`src/rtl/mips_mc_control.sv`:
```
// Multicycle MIPS main control: a Moore FSM sequencing fetch/decode/execute/memory/writeback.
// Outputs are combinational from the state register plus op, memReady and zero.
module mips_mc_control (
  input  logic       clk,
  input  logic       rst,
  input  logic [5:0] op,
  input  logic       memReady,
  input  logic       zero,
  output logic [1:0] ALUop,
  output logic       ALUSrcA,
  output logic [1:0] ALUSrcB,
  output logic [1:0] PCSrc,
  output logic       IorD,
  output logic       IRWrite,
  output logic       MemWrite,
  output logic       MemRead,
  output logic       PCEn,
  output logic       RegWrite,
  output logic       RegDst,
  output logic       MemtoReg,
  output logic       illegalOp,
  output logic [3:0] state
);

  typedef enum logic [3:0] {
    FETCH  = 4'd0,
    DECODE = 4'd1,
    MEMADR = 4'd2,
    MEMRD  = 4'd3,
    MEMWB  = 4'd4,
    MEMWR  = 4'd5,
    EXEC   = 4'd6,
    ALUWB  = 4'd7,
    BRANCH = 4'd8,
    IMMEX  = 4'd9,
    IMMWB  = 4'd10,
    JUMP   = 4'd11
  } state_e;

  localparam logic [5:0] OP_RTYPE = 6'b000000;
  localparam logic [5:0] OP_LW    = 6'b100011;
  localparam logic [5:0] OP_SW    = 6'b101011;
  localparam logic [5:0] OP_BEQ   = 6'b000100;
  localparam logic [5:0] OP_ADDI  = 6'b001000;
  localparam logic [5:0] OP_SLTI  = 6'b001010;
  localparam logic [5:0] OP_J     = 6'b000010;

  state_e state_q, state_d;

  // NOTE: sequential state uses non-blocking assignment so every flop samples pre-edge values.
  always_ff @(posedge clk or posedge rst) begin
    if (rst) state_q <= FETCH;
    else     state_q <= state_d;
  end

  assign state = state_q;

  always_comb begin
    // NOTE: every output and the next state get a default first, so no path can infer a latch.
    state_d   = state_q;
    ALUop     = 2'b00;
    ALUSrcA   = 1'b0;
    ALUSrcB   = 2'b00;
    PCSrc     = 2'b00;
    IorD      = 1'b0;
    IRWrite   = 1'b0;
    MemWrite  = 1'b0;
    MemRead   = 1'b0;
    PCEn      = 1'b0;
    RegWrite  = 1'b0;
    RegDst    = 1'b0;
    MemtoReg  = 1'b0;
    illegalOp = 1'b0;

    unique case (state_q)
      FETCH: begin
        MemRead = 1'b1;
        ALUSrcB = 2'b01;
        IRWrite = memReady;
        PCEn    = memReady;
        if (memReady) state_d = DECODE;
      end
      DECODE: begin
        ALUSrcB = 2'b11;
        case (op)
          OP_LW, OP_SW:     state_d = MEMADR;
          OP_RTYPE:         state_d = EXEC;
          OP_BEQ:           state_d = BRANCH;
          OP_ADDI, OP_SLTI: state_d = IMMEX;
          OP_J:             state_d = JUMP;
          default: begin
            state_d   = FETCH;
            illegalOp = 1'b1;
          end
        endcase
      end
      MEMADR: begin
        ALUSrcA = 1'b1;
        ALUSrcB = 2'b10;
        // IR is stable until the next fetch, so op still names the decoded instruction.
        if (op == OP_LW)      state_d = MEMRD;
        else if (op == OP_SW) state_d = MEMWR;
        else                  state_d = FETCH;
      end
      MEMRD: begin
        MemRead = 1'b1;
        IorD    = 1'b1;
        if (memReady) state_d = MEMWB;
      end
      MEMWB: begin
        RegWrite = 1'b1;
        MemtoReg = 1'b1;
        state_d  = FETCH;
      end
      MEMWR: begin
        MemWrite = 1'b1;
        IorD     = 1'b1;
        if (memReady) state_d = FETCH;
      end
      EXEC: begin
        ALUSrcA = 1'b1;
        ALUop   = 2'b10;
        state_d = ALUWB;
      end
      ALUWB: begin
        RegWrite = 1'b1;
        RegDst   = 1'b1;
        state_d  = FETCH;
      end
      BRANCH: begin
        ALUSrcA = 1'b1;
        ALUop   = 2'b01;
        PCSrc   = 2'b01;
        PCEn    = zero;
        state_d = FETCH;
      end
      IMMEX: begin
        ALUSrcA = 1'b1;
        ALUSrcB = 2'b10;
        ALUop   = (op == OP_SLTI) ? 2'b11 : 2'b00;
        state_d = IMMWB;
      end
      IMMWB: begin
        RegWrite = 1'b1;
        state_d  = FETCH;
      end
      JUMP: begin
        PCSrc   = 2'b10;
        PCEn    = 1'b1;
        state_d = FETCH;
      end
      default: state_d = FETCH;
    endcase
  end

endmodule

```
`config.mk`:
```
export PLATFORM = sky130hd
export DESIGN_NAME = mips_mc_control
export DESIGN_NICKNAME = d
export VERILOG_FILES = /design/src/rtl/mips_mc_control.sv
export SDC_FILE = /design/constraint.sdc
export NUM_CORES = 1
export LEC_CHECK = 0
export CORE_MARGIN = 8
export CORE_UTILIZATION = 35
export DETAILED_ROUTE_END_ITERATION = 12
export GPL_TIMING_DRIVEN = 0
export PLACE_DENSITY = 0.71
export SYNTH_ARGS = -nofsm -noshare
export SYNTH_HDL_FRONTEND = slang
export SYNTH_SLANG_ARGS = --single-unit
export TNS_END_PERCENT = 30
```
`constraint.sdc`:
```
create_clock -name clk -period 2 [get_ports clk]
set_input_delay 0.6 -clock clk [delete_from_list [all_inputs] [get_ports clk]]
set_output_delay 0.6 -clock clk [all_outputs]
set_load 0.005 [all_outputs]
```
==> results.md, run 1 <==
Critical path:
- The beginning of the worst register-to-register path is state[2].
- By startpoint and endpoint, the worst setup path is classified as reg2out.
- At the worst endpoint, the arrival time is 1.46 ns.
- The critical path endpoint category is a primary output.
- The launching instance or port of the critical path is state[2].
- The worst-path maximum fanout is 6.
- At the worst endpoint, the required time is 1.40 ns.
- The type of element launching the critical path is a flip-flop.

Power and ir drop:
- Of the total power, the clock network draws 0.224.
- Of the total power, the share spent switching nets is 0.355.
- For this design the ratio of total power to cell area is 404 nW/um^2.
- The total leakage power is 0.485 nW.
- The switching power summed over all nets is 152 uW.
- The internal power contribution is 275 uW.
- Power comes to approximately 430 uW.
- The sequential share of power is 0.227.
- The combinational group share of total power is 0.549.
- The largest voltage drop on the vdd net is 0.000383 V.

Timing:
- For the finished layout, the period the worst path requires is ~2.1 ns.
- The final worst hold slack is ~0.55 ns.
- The final-layout setup total negative slack is -0.110 ns.
- The worst pin sits at a relative slew slack of 0.835.
- The maximum operating frequency is about 480 MHz.
- Setup repair after global routing could not meet its margin everywhere.
- The worst-case clock skew is 0.00171 ns.
- Setup violations remaining at the end of the flow were counted as 2.
- Dividing the final minimum period by the clock period gives 1.03.
- The final count of pins violating max slew is 0.
- Once routing completed, OpenROAD measured the worst setup slack at -0.0627 ns.
- At the pin with the least slew margin, the transition time is 0.246 ns.
- The final hold violation count is 0.

Route:
- The first-pass iteration count of the detailed router is 4.
- The routed wire length is 2180 um.
- The count of nets left with antenna violations once routing finished came out at 0.
- The vias per cell is 5.38.
- In this run, the number of DRC markers left after iteration 0 of detailed routing was 20.
- After detailed routing, the number of remaining DRC violations is 0.
- The number of vias in the routed layout is 780.
- The detailed-route wire length per cell is approximately 15 um.

Global routing:
- Entering global routing, the biggest net connects 11 pins.
- The all-layer global routing usage is 0.140.
- The wire length of the first global-routing pass is 3810 um.
- The number of global-route vias before repair is 854.
- The initial antenna violation count is 0.
- For this run the aggregate overflow at the end of global routing stands at 0.

CTS:
- The buffer levels on the longest clock path is 2.
- The CTS buffer count is 3.
- The number of clock sinks is 4.
- The clock tree root driver cell is clkbuf_4.
- The number of H-tree levels is 1.
- TritonCTS built the clock tree.
- The CTS clock-pin slew for the worst setup and hold paths is 0.04 ns.
- The clock insertion delay at the later pin of the skew report is 0.23 ns.

Yosys:
- The cell accounting for the most synthesized area is dfrtp_1.
- Dividing the synthesized area by the synthesized cell count gives slightly above 7 sq um.
- The total number of yosys warnings is 0.
- The async set or reset register ratio after synthesis is 1.00.
- The share of the yosys chip area belonging to registers is 0.167.
- When the netlist entered floorplanning its net count stood at 95.
- The synthesized design contains 0 enable-type register cells.
- In this run, distinct cell masters in the synthesized netlist total 36.
- The share of synthesized area in the top cell type comes to 0.167.
- The synthesized design contains 4 register bits.
- The synthesized netlist occupies a cell area of 598 sq um.
- The dominant synthesized flop cell is dfrtp_1.
- Sorting the synthesized cells by area gives the leading types as dfrtp_1 (17%), nor2_1 (6.9%), nand2b_1 (5.2%).
- After technology mapping, the gate count stands at 85.

Floorplan:
- The floorplan step defined a core boundary enclosing 1670 sq um.
- The count of pins on the block boundary is 30.
- In this run the horizontal extent of the chip is 57.3 um.
- The area enclosed by the die boundary is 3290 sq um.
- The floorplan step set the die height to 57.3 um.
- For this configuration, the core starts out at a cell density of 0.358.
- The site row count is 15.

Layout:
- The register with the most flip-flops in the layout has 4 of them.
- The fraction of layout cells with a size suffix above 1 is 0.438.
- After routing the design area is 1060 sq um.
- The utilization of the core after routing is 0.634.
- The area growth from synthesis to final layout is 77.0%.
- 0 antenna diodes ended up in the layout.
- The final net count is 140.

Status:
- The run finished, with violations left.
- The final reports fail on negative setup slack.

Placement:
- In this run the cell area measured after placement is approximately 910 sq um.
- The routability congestion estimate is 0.751.
- The total of buffers placed on input and output ports is 29.
- The detailed placer's ending HPWL is 1460 um.

Worst hold path:
- The min-delay analysis places its worst path in the category in2async.

Run:
- Across the run, the number of max-cap violations was 0.
==> synthesized netlist by cell type (4+ instances only) <==
master / n
o21ai_0: 4
dfrtp_1: 4
a21oi_1: 5
nor2_1: 11
nand2b_1: 5
nand2_1: 8
==> routing by layer <==
layer / wire, um / vias up / track usage
li1: - / 396 / -
met1: 933 / 360 / 0.153
met2: 1100 / 22 / 0.235
met3: 137 / 2 / 0.0583
met4: 8 / 0 / 0.0464
met5: 0 / - / 0
==> worst max-delay path: stages, from the launching register on <==
cell     delay, ns
dfrtp_1       0.38
buf_6         0.15
buf_6         0.12
nor4b_4       0.29
and3_1        0.19
buf_2         0.11
==> layout make-up <==
| type | instances | area [sq um] |
|---|---|---|
| Sequential cell | 4 | 103 |
| Inverter | 3 | 11.3 |
| Timing Repair Buffer | 41 | 304 |
| Tap cell | 17 | 21.3 |
| Clock buffer | 3 | 22.5 |
| Buffer | 6 | 71.3 |
| Fill cell | 168 | 612 |
| Multi-Input combinational cell | 71 | 526 |
==> final timing paths <==
| path | cells after the start | endpoint | slack [ns] |
|---|---|---|---|
| worst max-delay path | 5 | illegalOp | -0.06 |
| worst min-delay path | 2 | state[2] | 0.55 |
| worst max register to register | 6 | state[0] | 0.58 |
| worst min register to register | 2 | state[3] | 0.72 |
| max in group asynchronous | 2 | state[0] | 1.28 |
| min in group clk | 2 | state[3] | 0.72 |
==> metrics by stage <==
step | setup slack [ns] | instances
floorplan | 0.291 | 85
global placement | -0.848 | 131
detailed placement | -0.861 | 131
CTS | -0.0961 | 142
global route | -0.131 | 145
finish | -0.0627 | 145
==> cell usage in the layout, fill, tap and decap left out, types with 4 or more instances in the layout <==
master | netlist | routed
buf_4 | 2 | 12
buf_2 | 3 | 10
dlygate4sd2_1 | 0 | 8
nor2_1 | 11 | 6
nand2_1 | 8 | 5
clkdlybuf4s50_1 | 0 | 5
buf_6 | 1 | 4
nand2b_1 | 5 | 4
a21oi_1 | 5 | 4
clkbuf_2 | 1 | 4
==> logic make-up after synthesis <==
group                  Yosys count  share of synthesized area
AND/OR/NAND/NOR                 49                      0.477
AO/OA/AOI/OAI                   19                      0.209
buffers and inverters           10                     0.0962
flip-flops                       4                      0.167
multiplexers                     3                     0.0502
==> repair_timing <==
| action | in CTS | in global routing |
|---|---|---|
| gates resized for setup | 86 | 11 |
| pin swaps | 10 | 6 |
| hold buffers | 0 | 0 |
| endpoints found under the setup margin | 16 | 11 |
| buffers inserted | 9 | 3 |
==> power groups by stage <==
stage          registers, mW  logic, mW  clock network (mW)
4_1_cts               0.0969      0.230              0.0997
5_1_grt               0.0979      0.258               0.108
2_1_floorplan         0.0921      0.108                   0
3_5_place_dp          0.0918      0.213                   0
3_3_place_gp          0.0918      0.212                   0
6_report              0.0972      0.235              0.0956
(Power assumes the default switching activity.)
==> run 2: changes to the inputs <==
CORE_UTILIZATION = 38   (was 35)
PLACE_DENSITY = 0.77   (was 0.71)
==> results.md, run 2 (same netlist as run 1, synthesis figures left out) <==
Critical path:
- The data arrival time of the worst path is 1.44 ns.
- The critical path's slowest cell is dfrtp_2.
- The required time at the endpoint of the critical path is 1.40 ns.
- The type of element launching the critical path is a flip-flop.
- Together, buffers and inverters on the worst path number 2.
- Traced cell by cell, the critical path runs through buf_4, or3_1, a21oi_2, buf_2.
- The critical path start-end classification is reg2out.
- In this run the worst path has a maximum fanout of 6.
- The cell type group with the largest total delay on the critical path is flip-flops.
- On the worst path, the slowest cell contributes a delay of 0.44 ns.
- STA classifies the critical path endpoint as a primary output.

Layout:
- The register with the most flip-flops in the layout has 4 of them.
- The fraction of layout cells with a size suffix above 1 is 0.402.
- Relative to the synthesized area, the layout overhead comes to 75.1%.
- The number of antenna repair diodes is 0.
- The most common cell after layout, fill and taps aside is buf_4.
- The filler cells instantiated in the layout total approximately 120.
- Leaving out fill and tap cells, the most frequent cells in the layout are buf_4 (12), buf_2 (9), nor2_1 (8), dlygate4sd2_1 (8), nand2_1 (6).
- For this run, the post-layout net count is 139.
- The area occupied by multi-input gates is between 500 and 600 sq um.
- The area taken by flip-flops and latches is 103 sq um.

Timing:
- The shortest clock period the worst path allows after layout is 2.04 ns.
- Across the routed clock network, the largest skew measured is 0.00980 ns.
- In the final timing run, aggregate negative setup slack is -0.0982 ns.
- Setup violations remaining at the end of the flow were counted as 7.
- The final count of pins violating max slew is 0.
- The final hold violation count is 0.
- The transition time at the pin with the least slew margin is 0.263 ns.
- The headroom to the max-slew limit is 0.824.
- Setup repair after global routing could not meet its margin everywhere.
- For this run, the top clock speed supported by timing is just under 500 MHz.
- In the post-route analysis, the smallest setup slack over all paths is -0.0432 ns.
- Dividing the final minimum period by the clock period gives 1.02.

Floorplan:
- 30 I/O pins were placed.
- The die is 55.7 um tall.
- The area enclosed by the die boundary is 3100 sq um.
- The initial cell density of the core is 0.402.
- The die extent in x is 55.7 um.
- The initialized floorplan defines 14 standard-cell rows.
- The total area inside the core boundary comes to 1490 sq um.

CTS:
- The clock reaches the later pin of the worst-skew pair after 0.24 ns.
- TritonCTS built the clock tree.
- The number of H-tree levels is 1.
- Clock tree synthesis inserted a total of 3 buffers.
- After clock tree synthesis, the clock-pin slew on the worst setup and hold paths is 0.04 ns.
- The buffer levels on the longest clock path is 2.
- The clock tree root driver cell is clkbuf_4.
- The number of clock sinks is 4.

Placement:
- The worst setup timing slack at the placement stage is -0.871 ns.
- During placement, the flow inserted port buffers numbering 29.
- The routability congestion estimate is ~0.83.
- After legalization and detailed placement, the total HPWL measured 1480 um.

Run:
- The max capacitance violation total is 0.

Global routing:
- The maximum number of pins on one net before global-route repair is 11.
- The fraction of met1 tracks used by global routing is 0.156.
- For this run, global-route usage on met2 was measured as 0.260.
- The wire length of the first global-routing pass is 3880 um.
- The all-layer global routing usage is 0.146.
- The most crowded layer after global routing is met2.
- The initial antenna violation count is 0.
- The number of global-route vias before repair came to 852.
- The total overflow left after global routing is 0.
- The global-route met3 utilization is 0.0365.

Route:
- The number of design rule violations left after detail routing is 0.
- The vias per cell is 5.70.
- Dividing the detail-routed wire length by the instance count gives 15.8 um.
- After detailed routing, the total wire length is 2270 um.
- The number of vias in the routed layout is 815.
- After the first detailed-routing iteration, the DRC count stood at 27.
- The first-pass iteration count of the detailed router is 4.
- The count of antenna-violating nets left after detailed routing is 0.

Power and ir drop:
- The largest voltage drop on the vdd net is approximately 0.00033 V.
- For this design the static power due to leakage is 0.477 nW.
- In this run the power density over the cells is between 400 and 500 nW/um^2.

Status:
- The flow ran to the end, but the final reports show violations.
- The final reports fail on negative setup slack.

Worst hold path:
- The path class of the tightest hold or removal check is in2async.
run 2: final cells by class:
cell class,instances,share of cell area
buffer,6,0.0645
clock buffer,3,0.0215
inverter,3,0.0108
multi-input combinational,71,0.486
sequential,4,0.0980
tap,16,0.0191
timing repair buffer,40,0.300
run 2: repair_timing:
action	CTS	global route
hold buffers	0	0
setup buffers	11	0
resized for setup	84	7
endpoints found under the setup margin	16	11
pin swaps	8	3
gates cloned	0	0
run 2: per-layer routing:
| metal | part of all wire | vias to the layer above |
|---|---|---|
| met5 | 0 | - |
| met4 | 0.017 | 0 |
| met3 | 0.067 | 5 |
| met2 | 0.50 | 34 |
| met1 | 0.41 | 373 |
| li1 | - | 403 |
run 2: worst paths after layout:
check	start	endpoint	slack (ns)	depth (start not counted)
worst max register to register	state[2]	state[2]	0.65	5
worst max-delay path	state[0]	PCEn	-0.04	4
worst min register to register	state[1]	state[3]	0.72	2
min in group clk	state[1]	state[3]	0.72	2
max in group asynchronous	rst	state[0]	1.26	2
worst min-delay path	rst	state[2]	0.54	2
run 2: stage by stage:
stage / cells / cell area (sq um) / hold WS, ns / utilization / power [mW]
floorplan: 85 / 598 / 0.366 / - / 0.200
detailed placement: 130 / 908 / 0.759 / 0.610 / 0.308
finish: 143 / 1050 / 0.544 / 0.703 / 0.432
global route: 143 / 1050 / 0.565 / 0.703 / 0.464
CTS: 143 / 1050 / 0.546 / 0.708 / 0.428
global placement: 130 / 908 / 0.757 / 0.610 / 0.303
run 2: power by group:
group	switching (mW)	internal, mW	leakage [nW]	total (mW)
registers	0.00934	0.0877	0.0513	0.0971
clock network	0.0365	0.0673	0.0138	0.104
logic	0.114	0.117	0.412	0.231
total	0.160	0.272	0.477	0.432
==> run 3: changes to the inputs <==
CAP_MARGIN = 10   (was not set)
CTS_BUF_LIST = sky130_fd_sc_hd__clkbuf_8 sky130_fd_sc_hd__clkbuf_16   (was not set)
clock period = 2.45 ns   (was 2 ns; I/O delays follow)
==> results.md, run 3 (same netlist as run 1, synthesis figures left out) <==
Critical path:
- The critical path contains buffers and inverters numbering 2 combined.
- The depth of the most critical reg-to-reg path is 5.
- The worst stage delay on the critical path is 0.50 ns.
- The type of element launching the critical path is a flip-flop.
- The critical path endpoint category is a primary output.
- The worst setup path is of the reg2out kind.
- Along the worst path, the maximum fanout reaches 10.
- The critical path's slowest cell is clkdlybuf4s50_1.
- At the worst endpoint, the required time is 1.71 ns.
- The cell type group with the largest total delay on the critical path is buffers and inverters.
- For the worst setup path, the data arrival time is 1.68 ns.
- Counting buffers and inverters, the worst setup path is 5 cells deep.
- The critical path goes through buf_4, nor2_2, nand2_1, nand2_1, clkdlybuf4s50_1.
- Among the stages of the critical path, the cell type that occurs most often is nand2_1.
- Setup slack on the worst reg-to-reg path comes out at 1.13 ns.

Placement:
- The routability congestion estimate is slightly above 0.8.
- The total of buffers placed on input and output ports is 29.
- The detailed placer's ending HPWL is 1480 um.

Timing:
- Hold is met by between 0.7 and 0.8 ns.
- Setup repair after global routing could not meet its margin everywhere.
- Setup violations remaining at the end of the flow were counted as 0.
- The worst-case clock skew is 0.00553 ns.
- The final count of pins violating max slew is 0.
- The final-layout setup total negative slack is 0 ns.
- The final hold violation count is 0.
- The worst pin sits at a relative slew slack of 0.822.
- The shortest clock period the worst path allows after layout is 2.41 ns.
- Of the available clock period, the critical path in the final layout requires 0.984.
- For the pin with the worst max-slew slack, the measured transition is 0.265 ns.
- The maximum operating frequency is between 400 and 500 MHz.

Layout:
- The final net count is 140.
- The fraction of layout cells with a size suffix above 1 is 0.344.
- The layout filler cell count is 115.
- The library cell used most frequently in the layout, excluding fill and tap cells, is clkdlybuf4s50_1.
- The area growth from synthesis to final layout is 83.5%.
- The number of antenna repair diodes is 0.
- The flip-flop count of the largest register after layout is 4.
- In the layout the commonest cells are clkdlybuf4s50_1 (13), buf_4 (11), nor2_1 (8), nand2_1 (8).

Power and ir drop:
- Overall power consumption after layout is estimated at 412 uW.
- The power per cell area is 376 nW/um^2.
- The total leakage power is 0.514 nW.
- The largest voltage drop on the vdd net is 0.000334 V.

Floorplan:
- The initial utilization of the core area, before any placement, comes to 0.402.
- The die extent in x is between 50 and 60 um.
- During I/O placement, the number of pins put on the boundary was 30.
- The area enclosed by the die boundary is 3100 sq um.
- After floorplanning, the core was divided into 14 placement rows.
- The floorplan core area is 1490 sq um.
- The overall die height is 55.7 um.

Global routing:
- The number of global-route vias before repair is 778.
- The initial antenna violation count is 0.
- Entering global routing, the biggest net connects 11 pins.
- The total overflow left after global routing is 0.
- The all-layer global routing usage is 0.131.
- The first global-routing pass estimated 3460 um of wire.

CTS:
- After clock tree synthesis, the clock-pin slew on the worst setup and hold paths is 0.03 ns.
- The clock insertion delay at the later pin of the skew report is 0.22 ns.
- For this design, the sink count on the clock tree is 4.
- The number of H-tree levels is 1.
- TritonCTS built the clock tree.
- The buffer levels on the longest clock path is 2.
- The cell sitting at the root of the clock tree is a clkbuf_8.
- TritonCTS created 3 clock buffers.
- After clock tree synthesis, the flow added hold-fix buffers numbering 0.

Status:
- The run finished with clean final reports.

Route:
- The detailed-route wire length per cell is roughly 16 um.
- The detail route stage leaves a number of antenna-violating nets equal to 0.
- The routed wire length is 2240 um.
- After the first detailed-routing iteration, the DRC count stood at 22.
- For this block, the via count after detailed routing is 812.
- The number of design rule violations left after detail routing is 0.
- The vias per cell is 5.64.
- The first-pass iteration count of the detailed router is 4.

Run:
- The tool flagged a number of max-cap violations equal to 0.

Worst hold path:
- The worst hold path belongs to the class in2async.
[run 3: changes by cell type in the layout (fill, tap and decap cells not counted), moves of 2 or more]
cell / before / now
buf_2: 9 / 5
buf_6: 3 / 5
clkbuf_4: 3 / 0
clkbuf_8: 0 / 3
clkdlybuf4s15_1: 3 / 1
clkdlybuf4s50_1: 5 / 13
dlygate4sd2_1: 8 / 2
dlymetal6s2s_1: 0 / 4
nand2_1: 6 / 8
nand2_2: 2 / 0
[run 3: final cells by class]
type,instances,area [sq um],area share
Clock buffer,3,41.3,0.0376
Tap cell,16,20.0,0.0182
Timing Repair Buffer,40,352,0.320
Sequential cell,4,101,0.0924
Buffer,7,78.8,0.0718
Inverter,3,11.3,0.0103
Multi-Input combinational cell,71,493,0.449
[run 3: worst paths after layout]
check | startpoint | endpoint
setup / recovery | state[1] | ALUSrcA
hold / removal | rst | state[2]
setup reg to reg | state[2] | state[2]
hold reg to reg | state[0] | state[3]
max in group asynchronous | rst | state[1]
min in group clk | state[0] | state[3]
[run 3: stage by stage]
step / cell area, sq um / cells / utilization / worst slack (ns)
finish: 1100 / 144 / 0.737 / 0.0391
global route: 1100 / 144 / 0.737 / -0.0331
CTS: 992 / 134 / 0.666 / -0.00382
detailed placement: 908 / 130 / 0.610 / -0.691
global placement: 908 / 130 / 0.610 / -0.654
floorplan: 598 / 85 / - / 0.471
[run 3: worst reg2reg max path: stages, from the launching register on]
cell      delay (ns)
dfrtp_1         0.40
buf_6           0.15
buf_8           0.13
buf_4           0.13
a211oi_1        0.26
o211ai_1        0.12
[run 3: timing repair]
action                                  4_1_cts  5_1_grt
endpoints found under the setup margin       11       11
cloned                                        0        1
pin swaps                                     5        1
resized for setup                            45       21
buffers inserted                              1        9
[run 3: metal layers]
metal / up-vias / global-route usage / wire length [um]
li1: 400 / - / -
met1: 367 / 0.147 / 962
met2: 40 / 0.207 / 1030
met3: 5 / 0.0434 / 179
met4: 0 / 0.0845 / 64
met5: - / 0 / 0
[run 3: power by group]
part	internal (mW)	switching (mW)
Combinational	0.104	0.0922
Clock	0.105	0.0356
Sequential	0.0712	0.00455
